File: config.mk
export PLATFORM = sky130hd
export DESIGN_NAME = core_control_fsm
export DESIGN_NICKNAME = d
export VERILOG_FILES = /design/src/rtl/core_ctrl_pkg.sv /design/src/rtl/core_control_fsm.sv
export SDC_FILE = /design/constraint.sdc
export NUM_CORES = 1
export LEC_CHECK = 0
export ABC_AREA = 1
export BUFFER_PORTS_ARGS = -buffer_cell sky130_fd_sc_hd__buf_2
export CAP_MARGIN = 5
export CORE_ASPECT_RATIO = 0.8
export CORE_MARGIN = 2
export CORE_UTILIZATION = 50
export CTS_CLUSTER_DIAMETER = 40
export DETAILED_ROUTE_END_ITERATION = 8
export PLACE_DENSITY_LB_ADDON = 0.1
export SYNTH_ARGS = -nofsm -noshare
export SYNTH_HDL_FRONTEND = slang
export SYNTH_SLANG_ARGS = --single-unit
File: constraint.sdc
create_clock -name clock -period 3.5 [get_ports clock]
set_input_delay 0.175 -clock clock [delete_from_list [all_inputs] [get_ports clock]]
set_output_delay 0.175 -clock clock [all_outputs]
set_load 0.02 [all_outputs]
File: src/rtl/core_ctrl_pkg.sv
// Shared definitions for the core control sequencer: state encoding,
// the opcode values the decoder understands, and small opcode classifiers.
package core_ctrl_pkg;

    typedef enum logic [2:0] {
        ST_IDLE      = 3'd0,
        ST_FETCH     = 3'd1,
        ST_DECODE    = 3'd2,
        ST_EXECUTE   = 3'd3,
        ST_MEMORY    = 3'd4,
        ST_WRITEBACK = 3'd5,
        ST_PAUSE     = 3'd6,
        ST_HALT      = 3'd7
    } state_t;

    localparam logic [6:0] OP_LOAD   = 7'h03;
    localparam logic [6:0] OP_IMM    = 7'h13;
    localparam logic [6:0] OP_STORE  = 7'h23;
    localparam logic [6:0] OP_REG    = 7'h33;
    localparam logic [6:0] OP_LUI    = 7'h37;
    localparam logic [6:0] OP_BRANCH = 7'h63;
    localparam logic [6:0] OP_SYSTEM = 7'h73;

    // Opcodes that proceed to EXECUTE (SYSTEM is recognised but halts)
    function automatic logic isLegalOp(input logic [6:0] op);
        return (op == OP_LOAD) || (op == OP_IMM) || (op == OP_STORE) ||
               (op == OP_REG) || (op == OP_LUI) || (op == OP_BRANCH);
    endfunction

    // Loads and stores need a data-memory handshake
    function automatic logic isMemOp(input logic [6:0] op);
        return (op == OP_LOAD) || (op == OP_STORE);
    endfunction

    // Instructions that produce a register-file result
    function automatic logic writesReg(input logic [6:0] op);
        return (op == OP_LOAD) || (op == OP_IMM) || (op == OP_REG) || (op == OP_LUI);
    endfunction

endpackage

File: src/rtl/core_control_fsm.sv
// Multi-cycle core sequencer: walks each instruction through fetch, decode,
// execute, optional memory handshake and writeback, with single-step pause,
// a bounded memory wait and a terminal halt state. All control outputs are
// decoded from registered state only.
module core_control_fsm
    import core_ctrl_pkg::*;
#(
    parameter int MEM_TIMEOUT = 15
) (
    input  logic        clock,
    input  logic        peripheral_reset,
    input  logic        start,
    input  logic        step_mode,
    input  logic [6:0]  opcode,
    input  logic        mem_ready,
    output logic        mem_req,
    output logic        en_pc,
    output logic        branch_op,
    output logic        reg_write,
    output logic [2:0]  state,
    output logic [15:0] retired_count,
    output logic        halted,
    output logic        error
);

    localparam logic [7:0] WAIT_LAST = 8'(MEM_TIMEOUT - 1);

    state_t      state_q, state_d;
    logic [6:0]  opcode_q, opcode_d;
    logic [7:0]  waitCount_q, waitCount_d;
    logic [15:0] retired_q, retired_d;
    logic        error_q, error_d;

    // State and datapath registers; reset clears everything immediately
    always_ff @(posedge clock or posedge peripheral_reset) begin
        if (peripheral_reset) begin
            state_q     <= ST_IDLE;
            opcode_q    <= '0;
            waitCount_q <= '0;
            retired_q   <= '0;
            error_q     <= 1'b0;
        end else begin
            state_q     <= state_d;
            opcode_q    <= opcode_d;
            waitCount_q <= waitCount_d;
            retired_q   <= retired_d;
            error_q     <= error_d;
        end
    end

    // Next-state logic; memory wait counter restarts on each MEMORY entry
    always_comb begin
        state_d     = state_q;
        opcode_d    = opcode_q;
        waitCount_d = waitCount_q;
        retired_d   = retired_q;
        error_d     = error_q;
        case (state_q)
            ST_IDLE: begin
                if (start) state_d = ST_FETCH;
            end
            ST_FETCH: begin
                state_d = ST_DECODE;
            end
            ST_DECODE: begin
                opcode_d = opcode;
                if (isLegalOp(opcode)) begin
                    state_d = ST_EXECUTE;
                end else begin
                    state_d = ST_HALT;
                    if (opcode != OP_SYSTEM) error_d = 1'b1;
                end
            end
            ST_EXECUTE: begin
                if (isMemOp(opcode_q)) begin
                    state_d     = ST_MEMORY;
                    waitCount_d = '0;
                end else begin
                    state_d = ST_WRITEBACK;
                end
            end
            ST_MEMORY: begin
                if (mem_ready) begin
                    state_d = ST_WRITEBACK;
                end else if (waitCount_q == WAIT_LAST) begin
                    state_d = ST_HALT;
                    error_d = 1'b1;
                end else begin
                    waitCount_d = waitCount_q + 8'd1;
                end
            end
            ST_WRITEBACK: begin
                if (retired_q != 16'hFFFF) retired_d = retired_q + 16'd1;
                state_d = step_mode ? ST_PAUSE : ST_FETCH;
            end
            ST_PAUSE: begin
                if (start) state_d = ST_FETCH;
            end
            ST_HALT: begin
                state_d = ST_HALT;
            end
            default: begin
                state_d = ST_IDLE;
            end
        endcase
    end

    assign mem_req       = (state_q == ST_MEMORY);
    assign en_pc         = (state_q == ST_WRITEBACK);
    assign branch_op     = (state_q == ST_WRITEBACK) && (opcode_q == OP_BRANCH);
    assign reg_write     = (state_q == ST_WRITEBACK) && writesReg(opcode_q);
    assign halted        = (state_q == ST_HALT);
    assign error         = error_q;
    assign state         = state_q;
    assign retired_count = retired_q;

endmodule
==> metrics.csv <==
stage;metric;value;unit
timing;count of final setup violators;0;
timing;worst rel slew slack;71.1;%
timing;final worst path period share;49.4;%
grt;number of global-route vias before repair;1905;
yosys;synthesized area per cell;6.95;µm²
flow_run;max cap viols;0;
hold_path;min-delay src;opcode[3];
timing;count of final hold-check violations;0;
yosys;dominant synthesized flop cell;dfrtp_1;
yosys;Synth Instances;321;
yosys;cell taking the most area after synthesis;dfrtp_1;
yosys;cell with the most instances after synthesis;nand2_1;
timing;setup repair after global routing missed its margin;false;
power_and_ir_drop;VDD IR max;0.000347;V
clocking;Clock Sinks;35;
critical_path;stages on the worst setup path;6;
power_and_ir_drop;power density cells;590;nW/µm²
placed_design;Placer Congestion;0.915;
yosys;top post-synthesis cells by count;127 x nand2_1, 35 x dfrtp_1, 32 x nor2_1;
critical_path;slowest CP cell;dfrtp_1;
hold_path;hold depth;3;
die;full die area;5020;µm²
clocking;CTS Buffer Depth;2;
grt;largest net degree at the start of global routing;36;
yosys;EDFF count, synth;0;
routing;DR WL/cell;11.1;µm
routing;vias;2074;
placed_design;DP Cell Count;410;
clocking;Reg clk slew, reported paths;0.07;ns
yosys;Cell Area, Synth;2230;µm²
cells_and_area;layout cells sized above 1;18.5;%
critical_path;Worst EP arrival;1.89;ns
die;core area;4230;µm²
cells_and_area;Final #Nets;376;
yosys;synthesized net count;336;
placed_design;I/O Buffers;36;
routing;via/cell ratio;4.95;
yosys;Yosys reg bits;35;
critical_path;Crit Path Max Fanout;13;
yosys;Yosys cell types;29;
power_and_ir_drop;Clock power frac;21.3;%
power_and_ir_drop;Sw Pwr;0.647;mW
timing;f_max;578;MHz
power_and_ir_drop;internal power;0.861;mW
power_and_ir_drop;Seq pwr share;40.1;%
die;Initial Utilization;52.8;%
clocking;H-tree levels;2;
yosys;post-synthesis sequential area ratio;39.2;%
critical_path;Req. time, crit path;3.66;ns
timing;Setup TNS;0;ns
die;top-level port count;37;
critical_path;RR Endpoint;retired_count[5]$_DFFE_PP0P_;
timing;pins over their slew limit;0;
critical_path;Setup crit start kind;register;
critical_path;CP delay by family, top;compound AO/OA/AOI/OAI gates;
grt;grt ovf;0;
critical_path;R2R setup slack;1.77;ns
critical_path;worst path buffer plus inverter count;1;
routing;drt first pass iters;4;
cells_and_area;area grow syn2layout;14.6;%
critical_path;endpoint class of the critical path;register;
yosys;fraction of registers with async set/reset;100;%
power_and_ir_drop;Lkg Pwr;1.28;nW
critical_path;worst r2r src;retired_count[0]$_DFFE_PP0P_;
critical_path;CP Cell Sequence;ha_1 -> inv_2 -> nor2_4 -> nand2_4 -> o21ai_4 -> o21ai_0;
timing;worst clock skew;0.00837;ns
clocking;Skew-Pair Late Insertion Delay;0.29;ns
cells_and_area;n_diodes;0;
clocking;clock root buffer master;clkbuf_8;
power_and_ir_drop;Comb power frac;38.7;%
die;Cell Rows;21;
yosys;Synth Warn #;0;
routing;Iter 0 DRT Violations;80;
routing;Antenna Nets Post-Route;0;
placed_design;dpl hpwl;3.50;mm
timing;Tmin final;1.73;ns
routing;routed wire length;4.65;mm
yosys;Yosys top cell area share;39.2;%
grt;antenna violations before repair;0;
routing;number of remaining DRC errors;0;
die;Vert. Die Dim;63.8;µm
status;outcome;completed;
clocking;CTS tree;yes;
clocking;Inserted Clock Buffers;5;
timing;Slew @ Worst Pin;0.434;ns
critical_path;CP Class;register to register;
hold_path;Hold Path Sink;opcode_q[3]$_DFFE_PP0P_;
critical_path;FF-to-FF path depth;6;
die;die width;78.7;µm
hold_path;HP Class;input pin to register;
grt;total global-route track usage;21.5;%
power_and_ir_drop;Sw Share;42.9;%
critical_path;slowest stage delay, CP;0.46;ns
cells_and_area;post-route insts no fill;419;
grt;first-pass GRT wire length;8.61;mm
yosys;Area contributors post-synth;dfrtp_1 39%, nand2_1 21%, nor2_1 5.4%, inv_1 5.0%, nand3_1 4.7%;
[registers in the layout, indices dropped and copies added (netlist names)]
signal	count
retired_count	16
waitCount_q	8
opcode_q	7
state	3
error	1
[cells in the final DEF (no fill, tap or decap)]
master and instances:
dlygate4sd3_1 1, o22ai_1 1, inv_1 30, nand2_4 1, nand3b_1 1, nor2_2 2
nand3_2 2, nand2_2 3, or2_2 4, buf_4 1, clkbuf_8 7, ha_1 3
o21ai_4 1, xnor2_1 6, o21bai_1 2, inv_4 1, nor2_4 3, clkbuf_1 1
a21oi_1 4, xor2_1 1, nor3_1 2, inv_2 3, buf_2 36, dfrtp_1 35
o21ai_1 10, nand3_1 21, nand2_1 127, o21ai_0 10, o21ai_2 2, nor2_1 32
nand3_4 1, nand4_1 8
[power by group through the flow]
stage	logic, mW	clock network [mW]	registers, mW
after global routing	0.674	0.347	0.622
after global placement	0.580	0	0.605
final	0.583	0.321	0.604
after detailed placement	0.586	0	0.610
after CTS	0.590	0.330	0.602
after floorplan	0.457	0	0.614
[worst reg2reg max path, cell delays in order (launching register included)]
cell and delay (ns):
dfrtp_1 0.46, ha_1 0.32, inv_2 0.07, nor2_4 0.18
nand2_4 0.08, o21ai_4 0.34, o21ai_0 0.15
[cell type report]
type	instances	area (µm²)
inverters	34	130
flip-flops and latches	35	876
fillers	423	1670
well taps	57	71.3
repair buffers	38	198
multi-input cells	247	1180
clock buffers	8	100
[how the worst max path moves through the flow]
stage	start	endpoint	slack (ns)
floorplan	retired_count[0]$_DFFE_PP0P_	retired_count[13]$_DFFE_PP0P_	1.85
global placement	retired_count[0]$_DFFE_PP0P_	retired_count[5]$_DFFE_PP0P_	1.87
detailed placement	retired_count[0]$_DFFE_PP0P_	retired_count[5]$_DFFE_PP0P_	1.78
CTS	state[1]$_DFFE_PP0P_	reg_write	1.77
global route	retired_count[0]$_DFFE_PP0P_	retired_count[5]$_DFFE_PP0P_	1.62
finish	retired_count[0]$_DFFE_PP0P_	retired_count[5]$_DFFE_PP0P_	1.77
[routing by layer]
metal | track usage (%) | routed length [µm] | share of wire, %
met5 | 0 | 0 | 0
met1 | 30.5 | 2330 | 50
met2 | 33.7 | 2050 | 44
met4 | 5.70 | 25 | 0.54
met3 | 4.38 | 245 | 5.3
[stage by stage]
step                worst slack [ns]  area, µm²  util [%]  hold WS [ns]  power, mW
CTS                             1.77       2560      60.5        0.0906       1.52
global placement                1.87       2450      57.9         0.304       1.19
finish                          1.77       2560      60.5         0.101       1.51
detailed placement              1.78       2450      57.9         0.304       1.20
floorplan                       1.85       2230         -         0.285       1.07
global route                    1.62       2560      60.5         0.109       1.64
[cell families after synthesis]
kind of cell,count (synthesis),synth area share [%]
and+or+nand+nor,207,40.7
buffers and inverters,39,7.79
DFF,35,39.2
AOI/OAI and AO/OA,30,7.85
xor gates and xnor gates,7,2.75
adders and majority gates,3,1.68
[what timing repair did]
action,CTS,global route
resized for setup,0,0
hold buffers,1,0
hold endpoints to repair,35,0
buffers inserted,0,0
Note: power is estimated with default switching activity, not from simulation.
